<file path="src/rtl/cpu_pkg.sv">
// cpu_pkg: Hack C-instruction field positions and source-select types shared by the pipeline
package cpu_pkg;
  localparam int C_BIT = 15;
  localparam int EXT_BIT = 14;
  localparam int A_BIT = 12;
  localparam int ALU_LSB = 6;
  localparam int DEST_LSB = 3;
  localparam int JMP_LSB = 0;
  typedef struct packed {
    logic zx;
    logic nx;
    logic zy;
    logic ny;
    logic f;
    logic no;
  } alu_ctrl_t;
  typedef enum logic [1:0] {IDLE, REQ, WAIT} ss_state_t;
endpackage

</file>
<file path="src/rtl/ss_outreg.sv">
// ss_outreg: valid/ready output register with a one-entry holding slot for loads that arrive while occupied
module ss_outreg #(
  parameter int W = 8
) (
  input  logic         clk,
  input  logic         rst,
  input  logic         ld,
  input  logic [W-1:0] din,
  input  logic         rdy,
  output logic         vld,
  output logic         full,
  output logic [W-1:0] dout
);
  logic [W-1:0] hold;
  logic free;
  assign free = !vld || rdy;
  always_ff @(posedge clk or posedge rst)
    if (rst) begin
      vld <= 1'b0;
      full <= 1'b0;
      dout <= '0;
      hold <= '0;
    end else if (free) begin
      vld <= full || ld;
      if (full || ld) dout <= full ? hold : din;
      full <= full && ld;
      if (full && ld) hold <= din;
    end else if (ld && !full) begin
      hold <= din;
      full <= 1'b1;
    end
endmodule

</file>
<file path="src/rtl/ss_pipe.sv">
// ss_pipe: registered ALU source select; fetches M itself when the a-bit asks for it
module ss_pipe import cpu_pkg::*; #(
  parameter int D_W = 16,
  parameter int EXT_EN = 0,
  parameter int TO_W = 8
) (
  input  logic           clk,
  input  logic           rst,
  input  logic [D_W-1:0] inst,
  input  logic           inst_vld,
  output logic           inst_rdy,
  input  logic [D_W-1:0] A,
  input  logic [D_W-1:0] D,
  input  logic [D_W-1:0] PC,
  output logic           m_req_vld,
  input  logic           m_req_rdy,
  output logic [D_W-1:0] m_addr,
  input  logic [D_W-1:0] M,
  input  logic           M_vld,
  output logic           vld_m,
  input  logic           rdy_m,
  output logic [D_W-1:0] x_m,
  output logic [D_W-1:0] y_m,
  output logic           zx_m,
  output logic           nx_m,
  output logic           zy_m,
  output logic           ny_m,
  output logic           f_m,
  output logic           no_m,
  output logic [2:0]     dest_m,
  output logic [2:0]     jmp_m,
  output logic           err
);
  localparam int OW = 2 * D_W + 12;
  localparam logic [TO_W-1:0] TO_LAST = {TO_W{1'b1}} - 1'b1;
  ss_state_t state, nxt;
  logic [TO_W-1:0] cnt;
  logic [D_W-1:0] c_x, c_a, sel_x;
  logic [11:0] c_ctl;
  logic [OW-1:0] din, dout;
  logic free, acc, ld, full, to, unused;
  alu_ctrl_t ctl;
  assign unused = ^inst;
  assign free = !vld_m || rdy_m;
  assign inst_rdy = state == IDLE && free;
  assign acc = inst_vld && inst_rdy;
  assign sel_x = (EXT_EN != 0 && !inst[EXT_BIT]) ? PC : D;
  assign m_req_vld = state == REQ;
  assign m_addr = c_a;
  always_comb begin
    nxt = state;
    ld = 1'b0;
    to = 1'b0;
    din = {sel_x, A, inst[ALU_LSB+5:JMP_LSB]};
    case (state)
      IDLE: begin
        ld = acc && inst[C_BIT] && !inst[A_BIT];
        nxt = (acc && inst[C_BIT] && inst[A_BIT]) ? REQ : IDLE;
      end
      REQ: nxt = m_req_rdy ? WAIT : REQ;
      default: begin
        // a held response drains first; a second M_vld while holding is ignored
        din = {c_x, M, c_ctl};
        ld = M_vld && !full;
        to = !full && !M_vld && cnt == TO_LAST;
        nxt = (((full || M_vld) && free) || to) ? IDLE : WAIT;
      end
    endcase
  end
  always_ff @(posedge clk or posedge rst)
    if (rst) begin
      state <= IDLE;
      cnt <= '0;
      err <= 1'b0;
      c_x <= '0;
      c_a <= '0;
      c_ctl <= '0;
    end else begin
      state <= nxt;
      cnt <= (state == WAIT && nxt == WAIT && !full) ? cnt + 1'b1 : '0;
      err <= err || to;
      if (state == IDLE && nxt == REQ) begin
        c_x <= sel_x;
        c_a <= A;
        c_ctl <= inst[ALU_LSB+5:JMP_LSB];
      end
    end
  ss_outreg #(.W(OW)) u_out (
    .clk(clk),
    .rst(rst),
    .ld(ld),
    .din(din),
    .rdy(rdy_m),
    .vld(vld_m),
    .full(full),
    .dout(dout)
  );
  assign x_m = dout[OW-1 -: D_W];
  assign y_m = dout[D_W+11:12];
  assign ctl = alu_ctrl_t'(dout[11:6]);
  assign zx_m = ctl.zx;
  assign nx_m = ctl.nx;
  assign zy_m = ctl.zy;
  assign ny_m = ctl.ny;
  assign f_m = ctl.f;
  assign no_m = ctl.no;
  assign dest_m = dout[5:3];
  assign jmp_m = dout[2:0];
endmodule

</file>
<file path="config.mk">
export PLATFORM = sky130hd
export DESIGN_NAME = ss_pipe
export DESIGN_NICKNAME = d
export VERILOG_FILES = /design/src/rtl/cpu_pkg.sv /design/src/rtl/ss_outreg.sv /design/src/rtl/ss_pipe.sv
export SDC_FILE = /design/constraint.sdc
export NUM_CORES = 1
export LEC_CHECK = 0
export ABC_AREA = 1
export ABC_CLOCK_PERIOD_IN_PS = 6500
export CORE_ASPECT_RATIO = 1.25
export CORE_MARGIN = 1.5
export CORE_UTILIZATION = 25
export DETAILED_ROUTE_END_ITERATION = 6
export GPL_TIMING_DRIVEN = 0
export PLACE_DENSITY_LB_ADDON = 0.25
export SLEW_MARGIN = 40
export SYNTH_ARGS = -nofsm -noshare
export SYNTH_HDL_FRONTEND = slang
export SYNTH_HIERARCHICAL = 1
export SYNTH_SLANG_ARGS = --single-unit
</file>
<file path="constraint.sdc">
create_clock -name clk -period 6.5 [get_ports clk]
set_clock_uncertainty 0.15 [all_clocks]
set_input_delay 1.625 -clock clk [delete_from_list [all_inputs] [get_ports clk]]
set_output_delay 1.625 -clock clk [all_outputs]
set_load 0.02 [all_outputs]
</file>
==> results of run 1 <==
[sequential cells by signal, indices dropped and copies added (netlist names)]
| name | flops |
|---|---|
| u_out/hold | 44 |
| u_out/dout | 44 |
| err | 1 |
| u_out/vld | 1 |
| cnt | 8 |
| c_x | 16 |
| c_ctl | 12 |
| m_addr | 16 |
| u_out/full | 1 |
| state | 2 |
[how the worst max path moves through the flow]
stage / start / endpoint / cells past startpoint / slack, ns
after global routing: rdy_m / inst_rdy / 4 / 1.57
final: rdy_m / inst_rdy / 4 / 1.62
after CTS: rdy_m / inst_rdy / 4 / 1.62
after floorplan: rst / u_out/dout[0] / 1 / 2.39
after global placement: rst / u_out/dout[13] / 2 / 0.56
after detailed placement: rdy_m / inst_rdy / 4 / 1.63
[synthesized netlist by cell type]
library cell	number
xnor2_1	2
buf_2	14
nand2_2	5
o21bai_1	1
nor2_1	15
nor2_4	2
ha_1	2
o21ai_0	79
o21ai_1	5
buf_6	14
a21oi_1	3
buf_1	5
clkbuf_1	14
o31ai_1	1
o21ai_4	1
buf_4	5
nand3_1	93
xor2_1	4
o21ai_2	5
nand2_1	414
inv_1	55
inv_2	3
nor3b_2	1
nor3_1	1
dfrtp_1	145
[logic make-up (layout without fill, tap and decap cells)]
group | count (synthesis) | after routing | share of synthesized area (%)
xor gates and xnor gates | 6 | 6 | 0.760
DFF | 145 | 145 | 52.5
AOI/OAI and AO/OA | 95 | 95 | 7.38
adders and majority gates | 2 | 2 | 0.362
buffers and inverters | 110 | 273 | 8.01
and+or+nand+nor | 531 | 531 | 31.0
[routing by layer]
layer  vias up  global-route usage, %  part of all wire [%]
met5         -                      0                     0
met4         0                   4.40                   1.5
met3        21                   3.90                   5.1
met2       139                   26.4                    50
met1      2870                   19.9                    44
li1       3096                      -                     -
[cells in the final DEF, fill, tap and decap left out, drive strengths merged, types with 2 or more instances in the layout]
cell type,instances
xnor2,2
buf,40
clkdlybuf4s50,131
nand2,419
ha,2
o21ai,90
a21oi,3
clkbuf,33
nand3,93
clkinv,8
nor2,17
clkinvlp,2
inv,58
xor2,4
dfrtp,145
[area by class of cell]
| type | count | area share (%) |
|---|---|---|
| sequential | 145 | 39.2 |
| multi-input combinational | 634 | 29.6 |
| timing repair buffer | 133 | 14.7 |
| clock buffer | 19 | 4.79 |
| tap | 345 | 4.66 |
| buffer | 52 | 3.64 |
| inverter | 58 | 2.46 |
| clock inverter | 11 | 1.00 |
[stage by stage]
step	utilization, %	area (sq um)	power [W]	hold slack (ns)	setup slack, ns
global placement	32.1	8660	0.00280	0.307	0.559
global route	34.3	9250	0.00396	0.346	1.57
detailed placement	32.3	8720	0.00282	0.311	1.63
CTS	34.3	9250	0.00375	0.327	1.62
floorplan	-	6920	0.00220	0.303	2.39
finish	34.3	9250	0.00370	0.320	1.62
[where the power goes]
part	switching (W)	leakage, nW	internal [W]
clock network	0.000380	0.264	0.000527
logic	0.000764	2.49	0.000578
registers	0.000194	1.74	0.00125
total	0.00134	4.49	0.00236
[critical path, delay by kind of cell]
kind / cells / cell delay (ns)
buffers and inverters: 3 / 1.28
AOI/OAI and AO/OA: 1 / 0.19
==> metrics, run 1 <==
fmax a little over 200 MHz; Vias 6,126; synth top area cells dfrtp_1 52%, nand2_1 22%, nand3_1 6.7%, o21ai_0 5.7%, inv_1 3.0%; largest area contributor in the netlist dfrtp_1; worst min path class flip-flop to flip-flop; # port buffers between 100 and 150; reg-to-reg setup timing slack slightly below 4 ns; vias in the first global route 6,150; crit path launch type input port; drt pass-1 iters 5; final WL 21,600 um; post-route ant nets 0; root buffer cell clkbuf_16; max_slew headroom ~45%; Rows between 60 and 70; library cells used by synthesis 25; CP Class input port to primary output; Die Ht roughly 190 um; depth of the CTS H-tree 4; P_leak approximately 4.5 nW; Die ar. approximately 0.029 sq mm; Worst-path clk slew roughly 0.06 ns; CTS Buf Count 17; flop and latch count out of synthesis about 150; sequential cell area approximately 0.0036 sq mm; RSZ-0062 raised after global routing no; CTS tree done; Post-CTS Setup Inserts 0; worst hold path endpoint u_out/dout[36]; Crit-path slowest cell clkdlybuf4s50_1; Yosys Warn Count 6; Mapped Area between 0.006 and 0.007 sq mm; dpl hpwl 15,700 um; Worst Path Required 4.72 ns; number of clock sinks between 100 and 150; Final Setup Violations 0; Filler Cells Inserted approximately 2,900; die width 152 um; worst hold start u_out/dout[36]; reg2reg end u_out/dout[4]; setup_tns 0 ns; cts repair resizes 0; routed length per instance around 15 um; Post-Layout Cell Count about 1,400; RR Startpoint state[1]; GRT overflow 0; CTS Buffer Depth 2; crit-path most repeated cell clkdlybuf4s50_1; DRC 0; max_cap viols 0; final hold violations 0; Cell Pwr Density around 400 mW/mm^2; Worst R2R Path Depth 9; gpl congestion between 0.7 and 0.8; synth-to-layout area growth 33.8%; I/O pins 150; status finished clean; layout cells sized above 1 slightly below 8%; Tmin final between 4 and 5 ns; share of the yosys chip area belonging to registers 52.5%; crit path capture type primary output; slowest stage delay, CP 0.63 ns; Syn Area/Cell just under 8 sq um; critical path cell sequence clkdlybuf4s50_1, inv_1, a21oi_1, clkdlybuf4s50_1; Placed Instances between 1,000 and 1,500; drt initial violations about 440; post-layout net count 1,129; Yosys top cell area share between 50 and 60%; VDD IR max approximately 0.2 mV; WHS Path Cells 2; Hold-fix buffers, CTS 0; largest net degree at the start of global routing 60; Synth Instances between 800 and 900; fin. max-slew vios 0; area of the multi-input gates 0.00274 sq mm; slew at the pin with the worst max-slew slack 0.817 ns; initial antenna violation count 0; Tot GR Track Use ~16%; Core Region 0.0270 sq mm; Crit Path Max Fanout 3; Initial Util about 26%; syn_nets roughly 1,000; Worst EP arrival slightly above 3 ns; first-pass GRT wire length ~34,000 um; n_diodes 0; period utilization 75.1%; vias per inst 4.39; worst skew pair latency 0.43 ns
(Power assumes the default switching activity.)
==> run 2: changes to the inputs <==
Settings changed: ABC_CLOCK_PERIOD_IN_PS 6500 to 4400.
Clock period 6.5 ns to 4.4 ns, I/O delays scaled along.
==> results of run 2 <==
The final DEF is identical to that of run 1. Status: finished clean.
Main changes from that run: setup slack after placement 1.63 ns -> 0.533 ns; setup slack after layout 1.62 ns -> 0.570 ns; register-to-register setup slack 3.85 ns -> 1.75 ns; total power 0.00370 W -> 0.00546 W; worst IR drop on VDD 0.199 mV -> 0.294 mV
